`config.mk`:
```
export PLATFORM = sky130hd
export DESIGN_NAME = instr_prefetch_queue
export DESIGN_NICKNAME = d
export VERILOG_FILES = /design/src/rtl/instr_prefetch_queue_pkg.sv /design/src/rtl/instr_fifo.sv /design/src/rtl/instr_prefetch_queue.sv
export SDC_FILE = /design/constraint.sdc
export NUM_CORES = 1
export LEC_CHECK = 0
export CORE_AREA = 10 10 94 96
export CTS_BUF_LIST = sky130_fd_sc_hd__clkbuf_2
export CTS_CLUSTER_SIZE = 20
export DETAILED_ROUTE_END_ITERATION = 10
export DIE_AREA = 0 0 104 106
export HOLD_SLACK_MARGIN = 0.03
export PLACE_DENSITY = 0.84
export SYNTH_ARGS = -nofsm -noshare
export SYNTH_HDL_FRONTEND = slang
export SYNTH_SLANG_ARGS = --single-unit
```
`constraint.sdc`:
```
create_clock -name CLK -period 3.52 [get_ports CLK]
set_clock_uncertainty 0.2 [all_clocks]
set_input_delay 0.704 -clock CLK [delete_from_list [all_inputs] [get_ports CLK]]
set_output_delay 0.704 -clock CLK [all_outputs]
set_load 0.02 [all_outputs]
```
`src/rtl/instr_prefetch_queue_pkg.sv`:
```
// Shared instruction-format constants for the prefetch queue, control unit and register file.
// Field offsets assume the default 16-bit word with a 7-bit control field and 3-bit specifiers.
package instr_prefetch_queue_pkg;

  localparam int unsigned IQ_WIDTH = 16;
  localparam int unsigned IQ_CTRLW = 7;
  localparam int unsigned IQ_REGW  = 3;

  localparam int unsigned CTRL_LSB = 0;
  localparam int unsigned REGB_LSB = IQ_CTRLW;
  localparam int unsigned REGA_LSB = IQ_CTRLW + IQ_REGW;
  localparam int unsigned REGD_LSB = IQ_CTRLW + 2 * IQ_REGW;

  // Source selected for the next IR value.
  typedef enum logic [1:0] {
    IrHold,
    IrFromFifo,
    IrFromInput,
    IrBubble
  } ir_sel_e;

  function automatic bit fields_fit(int unsigned width, int unsigned ctrlw, int unsigned regw);
    return (ctrlw + 3 * regw) == width;
  endfunction

endpackage

```
`src/rtl/instr_fifo.sv`:
```
// Synchronous FIFO holding prefetched instruction words ahead of the IR.
// Occupancy count is the only full/empty indicator; pointers wrap modulo DEPTH.
module instr_fifo #(
  parameter int unsigned WIDTH = 16,
  parameter int unsigned DEPTH = 4
) (
  input  logic                     CLK,
  input  logic                     Reset,
  input  logic                     clear,
  input  logic                     push,
  input  logic                     pop,
  input  logic [WIDTH-1:0]         wdata,
  output logic [WIDTH-1:0]         rdata,
  output logic [$clog2(DEPTH):0]   count
);

  localparam int unsigned PtrW = $clog2(DEPTH);

  logic [WIDTH-1:0] mem [DEPTH];
  logic [PtrW-1:0]  rd_ptr;
  logic [PtrW-1:0]  wr_ptr;

  always_ff @(posedge CLK) begin
    if (Reset || clear) begin
      rd_ptr <= '0;
      wr_ptr <= '0;
      count  <= '0;
    end else begin
      if (push) begin
        wr_ptr <= wr_ptr + PtrW'(1);
      end
      if (pop) begin
        rd_ptr <= rd_ptr + PtrW'(1);
      end
      if (push && !pop) begin
        count <= count + (PtrW + 1)'(1);
      end else if (pop && !push) begin
        count <= count - (PtrW + 1)'(1);
      end
    end
  end

  // Storage needs no reset; the caller never pushes during reset or clear.
  always_ff @(posedge CLK) begin
    if (push) begin
      mem[wr_ptr] <= wdata;
    end
  end

  assign rdata = mem[rd_ptr];

endmodule

```
`src/rtl/instr_prefetch_queue.sv`:
```
// Prefetch FIFO feeding the current-instruction register, with flush and optional empty bypass.
// Decoded fields are plain slices of the IR register.
module instr_prefetch_queue
  import instr_prefetch_queue_pkg::*;
#(
  parameter int unsigned WIDTH  = IQ_WIDTH,
  parameter int unsigned DEPTH  = 4,
  parameter int unsigned CTRLW  = IQ_CTRLW,
  parameter int unsigned REGW   = IQ_REGW,
  parameter int unsigned BYPASS = 1
) (
  input  logic                   CLK,
  input  logic                   Reset,
  input  logic [WIDTH-1:0]       input_IQ_Instru,
  input  logic                   input_IQ_valid,
  output logic                   Output_IQ_ready,
  input  logic                   input_IQ_advance,
  input  logic                   input_IQ_flush,
  output logic                   Output_IQ_valid,
  output logic [$clog2(DEPTH):0] Output_IQ_count,
  output logic [CTRLW-1:0]       Output_IR_Control,
  output logic [REGW-1:0]        Output_IR_RegB,
  output logic [REGW-1:0]        Output_IR_RegA,
  output logic [REGW-1:0]        Output_IR_RegD,
  output logic [WIDTH-1:0]       Output_IR_Imm
);

  localparam int unsigned CntW = $clog2(DEPTH) + 1;

  if (!fields_fit(WIDTH, CTRLW, REGW)) begin : g_width_check
    $error("instr_prefetch_queue: CTRLW + 3*REGW must equal WIDTH");
  end

  logic [CntW-1:0]  count;
  logic [WIDTH-1:0] head;
  logic [WIDTH-1:0] ir;
  logic             ir_valid;
  logic             empty;
  logic             ready;
  logic             push;
  logic             pop;
  ir_sel_e          sel;

  assign empty = (count == '0);
  assign ready = (count != CntW'(DEPTH));

  always_comb begin
    sel = IrHold;
    if (input_IQ_advance) begin
      if (!empty) begin
        sel = IrFromFifo;
      end else if (input_IQ_valid && (BYPASS != 0)) begin
        sel = IrFromInput;
      end else if (!input_IQ_valid) begin
        sel = IrBubble;
      end
    end
  end

  // A bypassed word goes straight to the IR and never occupies a FIFO slot.
  assign push = input_IQ_valid && ready && !Reset && !input_IQ_flush && (sel != IrFromInput);
  assign pop  = (sel == IrFromFifo) && !Reset && !input_IQ_flush;

  instr_fifo #(
    .WIDTH (WIDTH),
    .DEPTH (DEPTH)
  ) u_fifo (
    .CLK   (CLK),
    .Reset (Reset),
    .clear (input_IQ_flush),
    .push  (push),
    .pop   (pop),
    .wdata (input_IQ_Instru),
    .rdata (head),
    .count (count)
  );

  always_ff @(posedge CLK) begin
    if (Reset) begin
      ir       <= '0;
      ir_valid <= 1'b0;
    end else if (input_IQ_flush) begin
      ir_valid <= 1'b0;
    end else begin
      unique case (sel)
        IrFromFifo: begin
          ir       <= head;
          ir_valid <= 1'b1;
        end
        IrFromInput: begin
          ir       <= input_IQ_Instru;
          ir_valid <= 1'b1;
        end
        IrBubble: ir_valid <= 1'b0;
        default: ;
      endcase
    end
  end

  assign Output_IQ_ready   = ready;
  assign Output_IQ_valid   = ir_valid;
  assign Output_IQ_count   = count;
  assign Output_IR_Control = ir[CTRLW-1:0];
  assign Output_IR_RegB    = ir[CTRLW+REGW-1:CTRLW];
  assign Output_IR_RegA    = ir[CTRLW+2*REGW-1:CTRLW+REGW];
  assign Output_IR_RegD    = ir[WIDTH-1:WIDTH-REGW];
  assign Output_IR_Imm     = ir;

endmodule

```
# Yosys cells after proc, flatten, opt, wreduce, memory -nomap -nowiden
# Memory sizes are Yosys's and may differ from the RTL's. A register that Yosys moved wholly into a read port is not among the register bits.
# Cells that the tools add are included.
dict set report word_totals {
  register_bits 24
  ram_bits 64
  input_bits 21
  out_inout_bits 37
  elab_cells 47
  memories 1
}
# memory words word_bits read_ports rd_ports_with_merged_regs write_ports line
set memory_table {}
lappend memory_table {u_fifo.mem 4 16 1 1 1 instr_fifo.sv:19} ;# logic [WIDTH-1:0] mem [DEPTH];
dict set report op_classes {
  add_sub_neg 4
  n_eq_ne 5
  n_mux 11
  n_bitwise 1
  n_reduce_logical 20
}
# op count
set op_table {}
lappend op_table {{16-bit case mux with 2 select lines} 1}
lappend op_table {{1-bit logical AND} 8}
lappend op_table {{2-bit 2-to-1 mux} 4}
lappend op_table {{3-bit 2-to-1 mux} 2}
lappend op_table {{2-bit nonzero test} 3}
lappend op_table {{2-bit by 1-bit adder with 2-bit output (second input constant)} 2}
lappend op_table {{2-bit equality test (second input constant)} 2}
lappend op_table {{1-bit logical NOT} 4}
lappend op_table {{2-bit OR reduction} 2}
lappend op_table {{3-bit by 1-bit adder with 3-bit output (second input constant)} 1}
lappend op_table {{3-bit logical NOT} 1}
lappend op_table {{1-bit 2-to-1 mux} 3}
lappend op_table {{3-bit inequality test (second input constant)} 1}
lappend op_table {{3-bit by 1-bit subtractor with 3-bit output (second input constant)} 1}
lappend op_table {{2-bit by 1-bit equality test with 1-bit output (second input constant)} 1}
lappend op_table {{2-bit inequality test (second input constant)} 1}
lappend op_table {{1-bit case mux with 2 select lines} 1}
lappend op_table {{2-bit AND reduction} 1}
lappend op_table {{1-bit logical OR} 1}
lappend op_table {{1-bit NOT} 1}

# Depth between registers and ports, before layout
# Gate-level depths: netlist (run 1).
dict set report depth {
  depth_word 9
  ltp_mapped 9
  ltp_nobuf 8
}

# Cells and area by module
# Synthesis (run 1) repeated with hierarchy kept, for this count alone.
dict set report unflattened {
  hier_cells 235
  area_unflattened_um2 3768.6
}
# module n_inst cells_each area_each_um2 seq_area_each_um2
set by_module_without_submodules {}
lappend by_module_without_submodules {instr_fifo 1 127 2768.9 2102.0}
lappend by_module_without_submodules {instr_prefetch_queue 1 108 999.7 340.3}

# Worst setup path before layout (run 1)
# OpenSTA, ideal clock, no wires.
dict set report synth_path {
  kind {input to register}
  startpoint {in input_IQ_valid}
  endpoint {reg u_fifo.count[2]}
  setup_ns 0.070
  t_arrival_ns 2.865
  required_ns 3.250
  setup_slack_ns 0.385
  stages 9
  path_buffers 1
  path_cell_list {clkbuf_1 -> or3b_1 -> nor3_1 -> ha_1 -> inv_1 -> fa_1 -> xor2_1 -> or3_1 -> a21oi_1}
}
# element line
set synth_rtl {}
lappend synth_rtl {{start: declaration} instr_prefetch_queue.sv:15} ;# input logic input_IQ_valid,
lappend synth_rtl {{1-bit 2-to-1 mux} instr_prefetch_queue.sv:52} ;# end else if (input_IQ_valid && (BYPASS != 0)) begin
lappend synth_rtl {{2-bit 2-to-1 mux} instr_prefetch_queue.sv:50} ;# if (!empty) begin
lappend synth_rtl {{2-bit 2-to-1 mux} instr_prefetch_queue.sv:49} ;# if (input_IQ_advance) begin
lappend synth_rtl {{2-bit inequality test} instr_prefetch_queue.sv:61} ;# assign push = input_IQ_valid && ready && !Reset && !input_IQ_flush && (sel != IrFromInput);
lappend synth_rtl {{1-bit logical AND (*)} instr_prefetch_queue.sv:61}
lappend synth_rtl {{named net push} instr_prefetch_queue.sv:40} ;# logic push;
lappend synth_rtl {{1-bit logical NOT} instr_fifo.sv:37} ;# end else if (pop && !push) begin
lappend synth_rtl {{1-bit logical AND} instr_fifo.sv:37}
lappend synth_rtl {{2-bit nonzero test (no line)} --}
lappend synth_rtl {{end signal: assignment} instr_fifo.sv:36} ;# count <= count + (PtrW + 1)'(1);
lappend synth_rtl {{end signal: assignment} instr_fifo.sv:38} ;# count <= count - (PtrW + 1)'(1);
lappend synth_rtl {{end: declaration} instr_fifo.sv:14} ;# output logic [$clog2(DEPTH):0] count
# Mark *: on every way through the listed nets, which the timed path passes. The rest lies on a longest branch.
# A chain may end at the register's enable or synchronous reset.

# Worst setup path after layout (run 1)
dict set report layout_path {
  startpoint {reg u_fifo.count[2]}
  endpoint {out Output_IQ_ready}
}
dict set report layout_between {
  elab_chain_len 1
}
# element line
set layout_rtl {}
lappend layout_rtl {{3-bit inequality test} instr_prefetch_queue.sv:45} ;# assign ready = (count != CntW'(DEPTH));
lappend layout_rtl {{end: declaration} instr_prefetch_queue.sv:16} ;# output logic Output_IQ_ready,
# No other way between the ends.

==> flow_metrics.py, run 1 <==
metrics = {
    "power_and_ir_drop": {
        "internal-power_w": 0.00141,
        "swShare_pct": 23.9,
        "p_per_area_nw_per_um2": 408,
        "finalPower_w": 0.00185,
        "p_comb_share_pct": 11.3,
        "p_seq_share_pct": 62.7,
        "clkPwrFrac_pct": 26.0,
        "ir_drop_v": 0.000303,
        "total_leakage_power_nw": 1.43,
        "power_switching_w": 0.000442,
    },
    "sta": {
        "worst_pin_slew_ps": 890,
        "rsz0062_at_grt": "no",
        "maxSlewHeadroom_pct": 40.6,
        "slew_viol_final": 0,
        "finalCriticalPeriod_ps": 3040,
        "finalSetupTns_ps": 0,
        "min_period_over_period_pct": 86.4,
        "final-setup-viol-count": 0,
        "hold_viol_final": 0,
        "fmax_ghz": 0.329,
    },
    "clock_network": {
        "postCtsSetupRepairBufs": 0,
        "postCtsHoldBufs": 0,
        "cts_buffers": 9,
        "cts.sinks": 90,
        "clk_path_buf_depth": 2,
        "clkSlewWorstSetupHoldPaths_ps": 190,
        "cts_tree": "done",
        "insertion_delay_ps": 520,
        "cts_root_buffer": "clkbuf_2",
        "ctsResizeCount": 0,
        "h-tree-depth": 3,
    },
    "synthesis": {
        "synth.yosys.seq_area_share_pct": 63.7,
        "synth_area_leaders": "edfxtp_1 50%, dfxtp_1 14%, mux4_2 9.4%, a311oi_2 3.9%, buf_4 3.3%",
        "yosys.area.top_type": "edfxtp_1",
        "synth_cell_types": 34,
        "synth_seq_cells": 90,
        "yosysWarnings": 0,
        "synth.top_cell.area_share_pct": 50.2,
        "syn_inst": 258,
        "yosys.area_share.simple_pct": 6.40,
        "synth_area_um2": 3830,
        "synth-adder-area-share_pct": 2.16,
        "synth_mux_area_share_pct": 9.67,
        "synth-compound-area-share_pct": 11.3,
        "synth_top_family_by_area": "compound AO/OA/AOI/OAI gates",
        "post_synth.cell_area_avg_um2": 14.8,
        "synth_fp_nets": 285,
        "synth-xor-area-share_pct": 0.457,
    },
    "setup_path": {
        "cp-end-kind": "output port",
        "path_max_fanout": 8,
        "crit_arrival_ps": 2140,
        "critPathRequiredTime_ps": 2620,
        "worstSetupPathType": "reg -> out",
        "critical_path.top_delay_family": "buffers and inverters",
        "slowest_delay_ps": 570,
        "cp_cell_sequence": "nor3b_1 -> inv_1 -> clkdlybuf4s50_1",
        "path_buf_inv": 2,
        "cp_slowest_cell": "clkdlybuf4s50_1",
        "start_kind": "register",
    },
    "cells_and_area": {
        "nets": 331,
        "drive_gt1_share_pct": 19.1,
        "finalInstanceArea_um2": 4540,
        "antennaDiodeCount": 0,
        "syn_to_final_growth_pct": 18.4,
        "nFillCells": 534,
    },
    "placed_design": {
        "placed_cell_area_um2": 4430,
        "gp_congestion": 0.798,
        "io_buffers": 57,
        "dp_hpwl_mm": 5.74,
    },
    "detailed_routing": {
        "firstDrtPassIters": 4,
        "via_per_inst": 5.83,
        "drt-total-wl_mm": 8.55,
        "num_vias": 2377,
        "drc": 0,
        "first_iter_violations": 155,
        "wl_per_cell_um": 21.0,
        "antenna_left": 0,
    },
    "die": {
        "die_h_um": 106,
        "pin_count": 58,
        "die_x_um": 104,
        "initial_utilization_pct": 54.3,
        "die-area_um2": 11000,
        "rows": 31,
        "core-area_um2": 7060,
    },
    "global_routing": {
        "grt_max_degree": 20,
        "grt_first_pass_wirelength_mm": 13.8,
        "grt_pass1_vias": 2601,
        "gr-total-overflow": 0,
        "grt.total_usage_pct": 15.8,
        "antenna_found_initial": 0,
    },
    "flow_run": {
        "max-cap-violations": 0,
    },
    "worst_hold_path": {
        "hold_class": "reg -> reg",
    },
    "status": {
        "status": "finished, final reports clean",
    },
}
## cells in the final DEF (no fill, tap or decap), types with 4 or more instances in the layout
cell type	synthesis	routed
edfxtp_1	64	64
clkdlybuf4s50_1	0	57
dfxtp_1	26	26
a21oi_1	22	22
mux4_2	16	16
nand3_1	16	16
buf_4	17	13
o21ai_1	12	12
clkbuf_2	0	12
a311oi_2	10	10
inv_1	6	6
a311oi_1	6	6
o21ai_0	6	6
ha_1	5	5
and2_1	4	4
## metal layers
metal	routed length (um)	vias up	global-route usage, %
met1	3290	1175	18.2
li1	-	1082	-
met2	4470	109	27.3
met4	85	0	5.86
met3	707	11	4.65
met5	0	-	0
## tightest hold or removal path, delay by kind of cell, from the launching register on
kind | cells | cell delay, ps
compound gates | 1 | 60
simple gates | 1 | 100
flops | 1 | 360
## registers in the layout (all words and copies together), names as in the netlist, named ones only
register / cells
Output_IQ_valid: 1
u_fifo.rd_ptr: 2
u_fifo.mem: 64
u_fifo.wr_ptr: 2
u_fifo.count: 3
Output_IR_Imm: 16
## worst paths after layout
kind                           startpoint                            to  slack [ps]  cells after the start
max          u_fifo.count[2]$_SDFFE_PP0P_               Output_IQ_ready         480                      3
min          Output_IQ_valid$_SDFFE_PP0P_  Output_IQ_valid$_SDFFE_PP0P_         330                      2
max reg2reg  u_fifo.count[0]$_SDFFE_PP0P_  u_fifo.count[2]$_SDFFE_PP0P_         950                      8
min reg2reg  Output_IQ_valid$_SDFFE_PP0P_  Output_IQ_valid$_SDFFE_PP0P_         330                      2
## cells in the mapped netlist (all sizes together)
| cell type | n |
|---|---|
| a211oi | 1 |
| a21oi | 22 |
| a311oi | 16 |
| and2 | 5 |
| buf | 23 |
| clkbuf | 13 |
| dfxtp | 26 |
| edfxtp | 64 |
| fa | 1 |
| ha | 5 |
| inv | 6 |
| mux2i | 1 |
| mux4 | 16 |
| nand3 | 16 |
| nand4 | 2 |
| nor2 | 3 |
| nor2b | 1 |
| nor3 | 2 |
| nor3b | 2 |
| nor4b | 1 |
| o21ai | 18 |
| o31ai | 3 |
| or2 | 2 |
| or3 | 2 |
| or3b | 2 |
| or4 | 2 |
| or4b | 1 |
| xor2 | 2 |
## through the flow
step / instances / hold WS (ps) / util [%] / worst slack (ps)
CTS: 408 / 320 / 64.3 / 438
detailed placement: 392 / 289 / 62.8 / 118
floorplan: 258 / 253 / - / 385
global route: 408 / 361 / 64.3 / 315
finish: 408 / 328 / 64.3 / 479
global placement: 392 / 271 / 62.8 / 196
## power groups by stage
| stage | clock (W) | sequential [W] | combinational [W] |
|---|---|---|---|
| floorplan | 0 | 0.00120 | 0.000105 |
| global placement | 0 | 0.00118 | 0.000203 |
| detailed placement | 0 | 0.00118 | 0.000210 |
| CTS | 0.000490 | 0.00116 | 0.000211 |
| global route | 0.000530 | 0.00116 | 0.000222 |
| finish | 0.000482 | 0.00116 | 0.000208 |
## layout make-up
type | instances | area, um2 | share of cell area (%)
inverter | 6 | 22.5 | 0.497
sequential | 90 | 2440 | 53.8
clock inverter | 4 | 43.8 | 0.966
timing repair buffer | 71 | 688 | 15.2
multi-input combinational | 126 | 1150 | 25.5
tap | 99 | 124 | 2.73
clock buffer | 12 | 60.1 | 1.32
## kinds of logic after synthesis
| family | Yosys count |
|---|---|
| flip-flops | 90 |
| AO/OA/AOI/OAI | 60 |
| buffers and inverters | 42 |
| AND/OR/NAND/NOR | 41 |
| multiplexers | 17 |
| adder cells (fa/ha/maj) | 6 |
| XOR/XNOR | 2 |
(Power assumes the default switching activity.)
==> run 2: changes to the inputs <==
--- a/config.mk
+++ b/config.mk
@@ -5,11 +5,11 @@
 export SDC_FILE = /design/constraint.sdc
 export NUM_CORES = 1
 export LEC_CHECK = 0
-export CORE_AREA = 10 10 94 96
+export ABC_AREA = 1
+export CORE_AREA = 10 10 97 99
 export CTS_BUF_LIST = sky130_fd_sc_hd__clkbuf_2
-export CTS_CLUSTER_SIZE = 20
 export DETAILED_ROUTE_END_ITERATION = 10
-export DIE_AREA = 0 0 104 106
+export DIE_AREA = 0 0 107 109
 export HOLD_SLACK_MARGIN = 0.03
 export PLACE_DENSITY = 0.84
 export SYNTH_ARGS = -nofsm -noshare
==> run 2 against run 1 <==
Compared with the run above: hold slack gained 18 ps; final area grew 7.6%; global-route usage shrank 0.19 points; largest power group unchanged.
==> flow_metrics.py, run 2 <==
metrics = {
    "cells_and_area": {
        "instances_no_fill": 639,
        "finalInstanceArea_um2": 4880,
        "nFillCells": 609,
        "largest_reg_flops": 64,
        "syn_to_final_growth_pct": 16.9,
        "final_core_util_pct": 64.8,
        "seq_area_um2": 2440,
        "mostFrequentLayoutCells": "169 x nand2_1, 96 x inv_1, 64 x edfxtp_1, 57 x clkdlybuf4s50_1, 39 x nor2_1",
        "drive_gt1_share_pct": 5.21,
        "nets": 560,
        "layout_commonest_cell": "nand2_1",
        "multiInputGateArea_um2": 1170,
        "top_register": "u_fifo.mem",
        "antennaDiodeCount": 0,
    },
    "clock_network": {
        "cts_root_buffer": "clkbuf_2",
        "postCtsSetupRepairBufs": 0,
        "h-tree-depth": 3,
        "cts.sinks": 90,
        "cts_tree": "done",
        "ctsResizeCount": 0,
        "postCtsHoldBufs": 0,
        "clk_path_buf_depth": 2,
        "insertion_delay_ps": 540,
        "clkSlewWorstSetupHoldPaths_ps": 240,
        "cts_buffers": 9,
    },
    "setup_path": {
        "reg2reg_depth": 11,
        "cp_slowest_cell": "clkdlybuf4s50_1",
        "start_kind": "register",
        "cp_cell_sequence": "nor2_4 -> nand2_1 -> clkdlybuf4s50_1",
        "path_max_fanout": 5,
        "critPathRequiredTime_ps": 2620,
        "crit_arrival_ps": 1840,
        "slowest_delay_ps": 610,
        "cp-end-kind": "output port",
        "worstSetupPathType": "reg -> out",
        "critical_path.top_delay_family": "buffers and inverters",
        "path_buf_inv": 1,
        "path_depth": 3,
    },
    "worst_hold_path": {
        "holdPathStages": 2,
        "hold_class": "reg -> reg",
    },
    "die": {
        "die_h_um": 109,
        "die-area_um2": 11700,
        "core-area_um2": 7530,
        "rows": 32,
        "pin_count": 58,
        "die_x_um": 107,
        "initial_utilization_pct": 55.5,
    },
    "sta": {
        "maxSlewHeadroom_pct": 33.7,
        "worst_pin_slew_ps": 994,
        "setup_slack_ps": 776,
        "finalSetupTns_ps": 0,
        "hold_viol_final": 0,
        "slew_viol_final": 0,
        "final-setup-viol-count": 0,
        "rsz0062_at_grt": "no",
        "finalCriticalPeriod_ps": 2740,
        "min_period_over_period_pct": 77.9,
        "fmax_ghz": 0.364,
    },
    "synthesis": {
        "syn_inst": 488,
        "synthTopCellsByCount": "169 x nand2_1, 96 x inv_1, 64 x edfxtp_1, 39 x nor2_1, 35 x nand3_1",
        "synth.top_cell.area_share_pct": 46.0,
        "synth_edf_count": 64,
        "yosys.area.top_type": "edfxtp_1",
        "synth_top_flop_cell": "edfxtp_1",
        "synth.yosys.seq_area_share_pct": 58.5,
        "synth_fp_nets": 515,
        "synth_cell_types": 21,
        "synth_seq_cells": 90,
        "synth_area_um2": 4170,
        "yosysWarnings": 0,
        "synth_most_common_cell": "nand2_1",
        "synth-async-reset-ratio_pct": 0,
        "post_synth.cell_area_avg_um2": 8.55,
        "synth_area_leaders": "edfxtp_1 46%, nand2_1 15%, dfxtp_1 12%, inv_1 8.6%, nand3_1 4.2%",
    },
    "detailed_routing": {
        "drc": 0,
        "first_iter_violations": 161,
        "via_per_inst": 4.84,
        "antenna_left": 0,
        "firstDrtPassIters": 4,
        "num_vias": 3094,
        "drt-total-wl_mm": 8.90,
        "wl_per_cell_um": 13.9,
    },
    "power_and_ir_drop": {
        "ir_drop_v": 0.000191,
        "total_leakage_power_nw": 2.24,
        "p_per_area_nw_per_um2": 400,
    },
    "global_routing": {
        "grt.total_usage_pct": 15.6,
        "grt_pass1_vias": 3093,
        "antenna_found_initial": 0,
        "grt_first_pass_wirelength_mm": 14.4,
        "grt_max_degree": 34,
        "grtUsageMet3_pct": 3.95,
        "grt.busiest_layer": "met2",
        "grtUsageMet2_pct": 28.4,
        "gr-total-overflow": 0,
        "use_met1_pct": 17.1,
    },
    "placed_design": {
        "dp.cells": 624,
        "pre_cts_ws_ps": 278,
        "io_buffers": 57,
        "gp_congestion": 0.839,
        "placed_cell_area_um2": 4740,
        "dp_hpwl_mm": 6.07,
    },
    "status": {
        "status": "finished, final reports clean",
    },
    "flow_run": {
        "max-cap-violations": 0,
    },
}
==> run 2: cells by family after synthesis <==
group                    count (synthesis)  share of synthesized area [%]
AND/OR/NAND/NOR                        250                           24.3
buffers and inverters                  129                           13.4
flip-flops                              90                           58.5
AO/OA/AOI/OAI                           11                           1.38
adder cells (fa/ha/maj)                  6                           1.98
XOR/XNOR                                 2                          0.420
==> run 2: tightest hold or removal path: stages (launching register included) <==
cell and delay (ps):
dfxtp_1 380, nand2_1 70, a21oi_1 70
==> run 2: worst paths after layout <==
| kind | start | to | slack (ps) |
|---|---|---|---|
| max | u_fifo.count[0]$_SDFFE_PP0P_ | Output_IQ_ready | 780 |
| min | u_fifo.rd_ptr[1]$_SDFFE_PP0P_ | register | 350 |
| max reg2reg | u_fifo.count[0]$_SDFFE_PP0P_ | u_fifo.count[2]$_SDFFE_PP0P_ | 980 |
| min reg2reg | u_fifo.rd_ptr[1]$_SDFFE_PP0P_ | register | 350 |
==> run 2: routing by layer <==
metal	up-vias	part of all wire [%]
met3	14	7.3
li1	1556	-
met4	0	1.6
met5	-	0
met1	1417	40
met2	107	52
==> run 2: power by group <==
| part | switching [W] | internal [W] |
|---|---|---|
| clock network | 0.000344 | 0.000233 |
| logic | 0.000120 | 0.0000922 |
| registers | 0.0000116 | 0.00115 |
==> run 2: final cells by class <==
| cell class | instances | share of cell area [%] |
|---|---|---|
| Clock buffer | 9 | 0.923 |
| Tap cell | 102 | 2.62 |
| Timing Repair Buffer | 66 | 13.1 |
| Multi-Input combinational cell | 269 | 24.0 |
| Sequential cell | 90 | 50.1 |
| Inverter | 97 | 7.46 |
| Clock inverter | 6 | 1.85 |
==> run 2: metrics by stage <==
| step | hold WS, ps | total power, W |
|---|---|---|
| after floorplan | 271 | 0.00131 |
| after global placement | 305 | 0.00139 |
| after detailed placement | 296 | 0.00140 |
| after CTS | 349 | 0.00196 |
| after global routing | 369 | 0.00203 |
| final | 346 | 0.00195 |
==> run 3: changes to the inputs <==
--- a/config.mk
+++ b/config.mk
@@ -6,12 +6,12 @@
 export NUM_CORES = 1
 export LEC_CHECK = 0
 export ABC_AREA = 1
-export CORE_AREA = 10 10 97 99
+export CORE_AREA = 10 10 102 104
 export CTS_BUF_LIST = sky130_fd_sc_hd__clkbuf_2
 export DETAILED_ROUTE_END_ITERATION = 10
-export DIE_AREA = 0 0 107 109
+export DIE_AREA = 0 0 112 114
 export HOLD_SLACK_MARGIN = 0.03
-export PLACE_DENSITY = 0.84
+export PLACE_DENSITY = 0.8
 export SYNTH_ARGS = -nofsm -noshare
 export SYNTH_HDL_FRONTEND = slang
 export SYNTH_SLANG_ARGS = --single-unit
==> constraint.sdc (replaced) <==
create_clock -name CLK -period 2.21 [get_ports CLK]
set_clock_uncertainty 0.2 [all_clocks]
set_input_delay 0.442 -clock CLK [delete_from_list [all_inputs] [get_ports CLK]]
set_output_delay 0.442 -clock CLK [all_outputs]
set_load 0.02 [all_outputs]
==> run 3 against run 2 <==
Compared with the run above: clock power rose by 62%; setup slack got worse by 650 ps; routed wire length rose by 3.9%; core utilization fell by 4.8 points; via count rose by 2.0%; final area rose by 4.2%; critical path type is now reg -> reg; critical endpoint is now u_fifo.count[2]$_SDFFE_PP0P_.
==> flow_metrics.py, run 3 (synthesis gave the netlist of run 2 again) <==
metrics = {
    "setup_path": {
        "crit_arrival_ps": 2350,
        "cp-end-kind": "register",
        "worstSetupPathType": "reg -> reg",
        "critPathRequiredTime_ps": 2470,
        "path_max_fanout": 5,
        "start_kind": "register",
    },
    "power_and_ir_drop": {
        "ir_drop_v": 0.000266,
        "total_leakage_power_nw": 2.62,
        "p_per_area_nw_per_um2": 615,
        "finalPower_w": 0.00312,
    },
    "die": {
        "die_h_um": 114,
        "die_x_um": 112,
        "pin_count": 58,
        "rows": 34,
        "core-area_um2": 8470,
        "initial_utilization_pct": 49.3,
        "die-area_um2": 12800,
    },
    "detailed_routing": {
        "num_vias": 3155,
        "antenna_left": 0,
        "firstDrtPassIters": 5,
        "drc": 0,
        "wl_per_cell_um": 13.9,
        "via_per_inst": 4.74,
        "first_iter_violations": 191,
        "drt-total-wl_mm": 9.25,
    },
    "clock_network": {
        "h-tree-depth": 3,
        "clk_path_buf_depth": 2,
        "insertion_delay_ps": 540,
        "cts_buffers": 9,
        "cts.sinks": 90,
        "postCtsHoldBufs": 0,
        "cts_root_buffer": "clkbuf_2",
        "clkSlewWorstSetupHoldPaths_ps": 250,
        "cts_tree": "done",
    },
    "cells_and_area": {
        "finalInstanceArea_um2": 5080,
        "nets": 580,
        "mostFrequentLayoutCells": "168 x nand2_1, 95 x inv_1, 64 x edfxtp_1, 38 x nor2_1, 34 x nand3_1",
        "syn_to_final_growth_pct": 21.8,
        "antennaDiodeCount": 0,
        "largest_reg_flops": 64,
        "nFillCells": 711,
        "final_core_util_pct": 60.0,
        "layout_commonest_cell": "nand2_1",
        "top_register": "u_fifo.mem",
        "drive_gt1_share_pct": 10.4,
    },
    "sta": {
        "fmax_ghz": 0.480,
        "finalSetupTns_ps": 0,
        "slew_viol_final": 0,
        "final-setup-viol-count": 0,
        "maxSlewHeadroom_pct": 58.8,
        "worst_pin_slew_ps": 617,
        "min_period_over_period_pct": 94.2,
        "rsz0062_at_grt": "yes",
        "setup_slack_ps": 127,
        "finalCriticalPeriod_ps": 2080,
        "hold_viol_final": 0,
    },
    "global_routing": {
        "grt_max_degree": 33,
        "grt.total_usage_pct": 14.5,
        "grt_first_pass_wirelength_mm": 15.1,
        "antenna_found_initial": 0,
        "grt_pass1_vias": 3245,
        "gr-total-overflow": 0,
    },
    "status": {
        "status": "finished, final reports clean",
    },
    "flow_run": {
        "max-cap-violations": 0,
    },
    "placed_design": {
        "placed_cell_area_um2": 4940,
        "gp_congestion": 0.794,
        "dp_hpwl_mm": 6.57,
        "io_buffers": 57,
        "pre_cts_ws_ps": -456,
    },
    "worst_hold_path": {
        "hold_class": "reg -> reg",
    },
}
==> run 3: cell types whose count changed in the layout (fill, tap and decap cells not counted), sizes merged, moves of 2 or more <==
| cell | previous run | this run |
|---|---|---|
| dlymetal6s2s | 0 | 9 |
| buf | 9 | 29 |
| dlygate4sd2 | 0 | 27 |
| clkinv | 2 | 4 |
| clkdlybuf4s50 | 57 | 20 |
| clkinvlp | 2 | 0 |
==> run 3: stage by stage <==
stage | cells | hold WS [ps]
finish | 666 | 308
global route | 666 | 310
CTS | 664 | 309
detailed placement | 648 | 290
global placement | 648 | 276
floorplan | 488 | 268
==> run 3: power breakdown <==
part           switching (W)  total, W  internal, W
Clock               0.000555  0.000931     0.000376
Combinational       0.000199  0.000342     0.000143
Sequential         0.0000165   0.00185      0.00183
Total               0.000771   0.00312      0.00235
==> run 3: cell type report <==
type | count | area [um2] | share of cell area, %
flip-flops and latches | 90 | 2450 | 48.2
multi-input cells | 269 | 1190 | 23.3
repair buffers | 86 | 810 | 15.9
inverters | 97 | 365 | 7.19
well taps | 108 | 135 | 2.66
clock inverters | 7 | 92.6 | 1.82
clock buffers | 9 | 45.0 | 0.886
==> run 3: per-layer routing <==
metal / vias to the layer above / GRT usage, % / wire (um)
li1: 1596 / - / -
met1: 1455 / 15.7 / 3750
met2: 88 / 26.6 / 4750
met3: 16 / 3.67 / 563
met4: 0 / 5.67 / 182
met5: - / 0 / 0
==> run 3: repair_timing <==
item	CTS	global route
buffers inserted	0	2
endpoints found under the setup margin	31	11
gates resized for setup	30	11
pin swaps	0	1
==> run 3: path summary, 6_finish.rpt <==
path	start	end	slack, ps	cells after the start
hold reg to reg	u_fifo.count[0]$_SDFFE_PP0P_	u_fifo.count[0]$_SDFFE_PP0P_	310	1
setup reg to reg	u_fifo.count[1]$_SDFFE_PP0P_	u_fifo.count[2]$_SDFFE_PP0P_	130	10
hold / removal	u_fifo.count[0]$_SDFFE_PP0P_	u_fifo.count[0]$_SDFFE_PP0P_	310	1
setup / recovery	u_fifo.count[1]$_SDFFE_PP0P_	u_fifo.count[2]$_SDFFE_PP0P_	130	10
==> run 3: worst max-delay path: stages (launching register included) <==
cell	delay (ps)
dfxtp_2	420
nor2_4	170
nand2_1	90
nand3_1	110
ha_1	160
inv_1	60
fa_1	370
a21oi_1	140
o21ai_0	110
o21ai_1	130
a21oi_1	50
